$ cat config.mk
export PLATFORM = sky130hd
export DESIGN_NAME = bird_motion
export DESIGN_NICKNAME = d
export VERILOG_FILES = /design/src/rtl/bird_motion.sv
export SDC_FILE = /design/constraint.sdc
export NUM_CORES = 1
export LEC_CHECK = 0
export BUFFER_PORTS_ARGS = -buffer_cell sky130_fd_sc_hd__buf_2
export CAP_MARGIN = 10
export CORE_AREA = 2 2 55 57
export DETAILED_ROUTE_END_ITERATION = 10
export DIE_AREA = 0 0 57 59
export PLACE_DENSITY_LB_ADDON = 0.3
export RECOVER_POWER = 50
export SETUP_SLACK_MARGIN = 0.4
export SLEW_MARGIN = 10
export SYNTH_ARGS = -nofsm -noshare
export SYNTH_HDL_FRONTEND = slang
export SYNTH_SLANG_ARGS = --single-unit
$ cat constraint.sdc
create_clock -name clk -period 2.85 [get_ports clk]
set_input_delay 0.7125 -clock clk [delete_from_list [all_inputs] [get_ports clk]]
set_output_delay 0.7125 -clock clk [all_outputs]
set_load 0.02 [all_outputs]
$ cat src/rtl/bird_motion.sv
// rtl/bird_motion.sv - bird vertical-motion physics and IDLE/FLY/DEAD game state
module bird_motion #(
  parameter int ROWS      = 16,
  parameter int TICK_DIV  = 256,
  parameter int FLAP_V    = 2,
  parameter int MAX_FALL  = 2,
  parameter int START_ROW = 8
) (
  input  logic                    clk,
  input  logic                    reset,
  input  logic                    flap,
  input  logic                    crash,
  output logic [$clog2(ROWS)-1:0] row,
  output logic                    alive,
  output logic                    dead,
  output logic                    step
);

  // Row index width, signed velocity width, and signed position width with
  // headroom so row+vel never wraps in either direction.
  localparam int RW = $clog2(ROWS);
  localparam int VW = RW + 1;
  localparam int PW = RW + 2;
  localparam int DW = $clog2(TICK_DIV);

  localparam logic signed [VW-1:0] V_FLAP   = VW'(-FLAP_V);
  localparam logic signed [VW-1:0] V_MAX    = VW'(MAX_FALL);
  localparam logic signed [VW-1:0] V_ONE    = VW'(1);
  localparam logic signed [VW-1:0] V_ZERO   = '0;
  localparam logic signed [PW-1:0] P_LAST   = PW'(ROWS - 1);
  localparam logic        [RW-1:0] R_START  = RW'(START_ROW);
  localparam logic        [RW-1:0] R_GROUND = RW'(ROWS - 1);
  localparam logic        [DW-1:0] D_LAST   = DW'(TICK_DIV - 1);

  typedef enum logic [1:0] {
    IDLE = 2'd0,
    FLY  = 2'd1,
    DEAD = 2'd2
  } state_t;

  state_t                 state;
  logic signed [VW-1:0]   vel;
  logic        [DW-1:0]   div;
  logic                   pend;

  logic                   tick_now;
  logic                   flap_due;
  logic signed [VW-1:0]   vel_next;
  logic signed [PW-1:0]   pos_next;
  logic                   hit_ceiling;
  logic                   hit_ground;

  // Physics step datapath: new velocity and the unclamped next position.
  always_comb begin
    tick_now    = (div == D_LAST);
    flap_due    = pend | flap;
    vel_next    = vel;
    pos_next    = '0;
    hit_ceiling = 1'b0;
    hit_ground  = 1'b0;
    if (flap_due) begin
      vel_next = V_FLAP;
    end else if (vel >= V_MAX) begin
      vel_next = V_MAX;
    end else begin
      vel_next = vel + V_ONE;
    end
    pos_next    = $signed({2'b00, row}) + $signed({vel_next[VW-1], vel_next});
    hit_ceiling = pos_next[PW-1];
    hit_ground  = !hit_ceiling && (pos_next > P_LAST);
  end

  // Game-state FSM with registered row, velocity, divider and outputs.
  always_ff @(posedge clk or negedge reset) begin
    if (!reset) begin
      state <= IDLE;
      row   <= R_START;
      vel   <= V_ZERO;
      div   <= '0;
      pend  <= 1'b0;
      alive <= 1'b0;
      dead  <= 1'b0;
      step  <= 1'b0;
    end else begin
      step <= 1'b0;
      case (state)
        IDLE: begin
          row <= R_START;
          if (flap) begin
            state <= FLY;
            pend  <= 1'b1;
            div   <= '0;
            vel   <= V_ZERO;
            alive <= 1'b1;
            dead  <= 1'b0;
          end
        end
        FLY: begin
          if (crash) begin
            // A collision pre-empts any step landing in the same cycle.
            state <= DEAD;
            alive <= 1'b0;
            dead  <= 1'b1;
          end else if (tick_now) begin
            div  <= '0;
            pend <= 1'b0;
            step <= 1'b1;
            if (hit_ceiling) begin
              row <= '0;
              vel <= V_ZERO;
            end else if (hit_ground) begin
              row   <= R_GROUND;
              vel   <= vel_next;
              state <= DEAD;
              alive <= 1'b0;
              dead  <= 1'b1;
            end else begin
              row <= pos_next[RW-1:0];
              vel <= vel_next;
            end
          end else begin
            div  <= div + DW'(1);
            pend <= flap_due;
          end
        end
        DEAD: begin
          if (flap) begin
            state <= IDLE;
            row   <= R_START;
            vel   <= V_ZERO;
            pend  <= 1'b0;
            alive <= 1'b0;
            dead  <= 1'b0;
          end
        end
        default: begin
          state <= IDLE;
          row   <= R_START;
          vel   <= V_ZERO;
          div   <= '0;
          pend  <= 1'b0;
          alive <= 1'b0;
          dead  <= 1'b0;
        end
      endcase
    end
  end

endmodule

==> run_results.csv <==
group,metric,value,unit
status,outcome,"finished, violations left",
status,violations,"setup timing",
setup_path,path_max_fanout,4,
final_layout,post-route-util,72.9,%
yosys,ys.flop_type,"dfrtp_1",
sta,worstMarginPinSlew,1.23,ns
setup_path,critPathMaxStageDelay,0.43,ns
clock_tree,clock_latency,0.31,ns
routing,totalWireLength,3910,µm
sta,slew_headroom,18.0,%
yosys,synth.avg_cell_area,9.77,µm²
hold_path,holdPathStages,1,
routing,drt_iter0_drc,17,
routing,via_count,1302,
clock_tree,cts_tree,"yes",
yosys,synth_warnings,0,
setup_path,crit_path_cell_trace,"inv_2 > ha_4 > nor4_4 > buf_4 > o21ai_2 > nand2_2 > ha_1 > nand3_2 > nand2_2 > buf_4 > buf_4 > buf_4 > buf_4 > buf_4 > buf_4 > xnor2_1 > a21o_1 > a21oi_2",
global_routing,grt_pass1_vias,1283,
clock_tree,clk_pin_slew,0.13,ns
yosys,synth_fp_nets,160,
sta,fmax,345,MHz
routing,routedWlPerCell,17.8,µm
sta,hold_ws,0.526,ns
setup_path,arrival,3.15,ns
floorplan,core_area,2710,µm²
sta,drv_slew,0,
sta,skew,0.00584,ns
yosys,seq_area_frac_synth,38.7,%
setup_path,crit_buf_inv,8,
power,leakage,0.878,nW
clock_tree,cts-root-buf,"clkbuf_4",
final_layout,fin_nets,204,
sta,hold_violations,0,
routing,drtPass1Iterations,5,
clock_tree,cts.path.max_buffers,2,
global_routing,track_usage,22.6,%
floorplan,chipWidth,57,µm
floorplan,die_area,3360,µm²
floorplan,die_h,59,µm
final_layout,fin_area,1980,µm²
setup_path,rr_worst_depth,18,
hold_path,whs_endpoint,"div[2]",
yosys,async_flop_share,100,%
floorplan,std_cell_rows,19,
clock_tree,clock-sinks,22,
sta,period_minus_slack,2.90,ns
routing,vias_per_cell,5.92,
sta,setup_viol,3,
final_layout,drive_gt1_share,46.6,%
setup_path,end_kind,"flip-flop",
yosys,yosys.area.top_type,"dfrtp_1",
routing,ant_nets,0,
setup_path,crit_type,"flip-flop to flip-flop",
yosys,synthTopCellsByCount,"dfrtp_1 (21), nand2_1 (15), inv_1 (11), nor2_1 (11)",
yosys,syn_inst,146,
setup_path,start_kind,"flip-flop",
setup_path,rrSetupSlack,-0.05,ns
final_layout,antenna_cells,0,
power,p_per_area,983,nW/µm²
final_layout,area_growth,38.6,%
placed_design,io_buffers,10,
setup_path,rr_endpoint,"row[3]",
global_routing,grt_pass1_wl,5860,µm
hold_path,min_from,"div[2]",
power,ir_drop,1.03,mV
sta,rsz0062_at_grt,"true",
setup_path,slowest_stage,"dfrtp_1",
yosys,synthMostInstantiatedCell,"dfrtp_1",
yosys,synth_edf_count,0,
yosys,syn_area,1430,µm²
clock_tree,htreeDepth,1,
hold_path,hold_class,"flip-flop to flip-flop",
placed_design,place_area,1590,µm²
yosys,synth.distinct_cells,46,
routing,drcViolationCount,0,
power,power,1.94,mW
floorplan,pin_count,11,
floorplan,start_util,52.6,%
setup_path,crit_top_cell,"buf_4",
flow_run,maxCapViolCount,0,
global_routing,antenna_found_initial,0,
placed_design,dp_hpwl,2200,µm
final_layout,n_fill_cell,189,
setup_path,cp_top_family,"buffers and inverters",
yosys,ys_ff_latch,22,
clock_tree,cts_buffers,3,
setup_path,reg2reg_from,"vel[0]",
sta,fin_ws,-0.0455,ns
setup_path,required,3.11,ns
global_routing,grt_overflow_total,0,
sta,fin_crit_sh,102,%
yosys,synth_top_area_share,36.8,%
placed_design,gp_congestion,0.851,
global_routing,grt_max_degree,23,
yosys,netlist_top_cells_area,"dfrtp_1 (37%), ha_1 (7.9%), nand2_1 (3.9%), a21oi_1 (3.2%), inv_1 (2.9%)",
## layer usage
metal  global-route usage (%)  wire, µm  vias up
met5                        0         0        -
met4                     10.3       103        0
met3                     2.40       113       10
met2                     38.8      2030       29
met1                     28.8      1660      658
li1                         -         -      605
## cells in the final DEF (no fill, tap or decap), drive strengths merged, types with 2 or more instances in the layout
cell	instances
or2	2
a22o	2
nand4	2
a2111oi	2
nand2	15
ha	9
o21ai	12
a21oi	9
nand3	6
nor2	13
xor2	5
xnor2	3
o22ai	4
clkbuf	5
a211oi	2
buf	39
nor4	2
nand2b	3
nor2b	2
inv	11
dfrtp	21
a21o	5
## registers in the layout, summed over array words and instances, names as in the netlist
register and cells:
div 8, pend 1, vel 5, dead 1, state 1, row 4, step 1, alive 1
## logic make-up (layout without fill, tap and decap cells)
group,after synthesis,in the layout,synth area share [%]
AOI/OAI and AO/OA,42,42,22.4
xor gates and xnor gates,8,8,6.23
adders and majority gates,10,10,9.30
buffers and inverters,12,55,3.68
DFF,22,22,38.7
and+or+nand+nor,52,52,19.7
## where the power goes
part	switching, mW	total (mW)	internal [mW]
logic	0.671	1.28	0.612
clock network	0.0966	0.175	0.0780
registers	0.100	0.485	0.385
total	0.868	1.94	1.07
## worst max-delay path by stage
stage / from / to / slack [ns] / cells past startpoint
floorplan: vel[0] / row[2] / 0.17 / 15
global placement: vel[1] / row[2] / 0.02 / 13
detailed placement: vel[1] / vel[0] / -0.02 / 13
CTS: vel[0] / vel[0] / 0.09 / 15
global route: vel[0] / row[3] / -0.18 / 18
finish: vel[0] / row[3] / -0.05 / 18
## metrics by stage
| step | std cells | setup slack [ns] | setup TNS [ns] |
|---|---|---|---|
| after CTS | 210 | 0.0945 | 0 |
| final | 220 | -0.0455 | -0.0958 |
| after global placement | 191 | 0.0157 | 0 |
| after global routing | 220 | -0.177 | -1.36 |
| after detailed placement | 191 | -0.0210 | -0.0368 |
| after floorplan | 146 | 0.173 | 0 |
## timing repair
action	in CTS	in global routing
hold buffers	0	0
endpoints found under the setup margin	12	12
pin swaps	12	24
setup buffers	15	10
cloned	0	0
resized for setup	9	30
## cell type report
class / instances / area, µm² / area share (%)
Sequential cell: 22 / 553 / 28.0
Inverter: 11 / 41.3 / 2.09
Timing Repair Buffer: 40 / 297 / 15.0
Multi-Input combinational cell: 112 / 1010 / 51.1
Clock buffer: 4 / 36.3 / 1.84
Tap cell: 31 / 38.8 / 1.96
No activity file was read; power rests on OpenSTA's default activity.
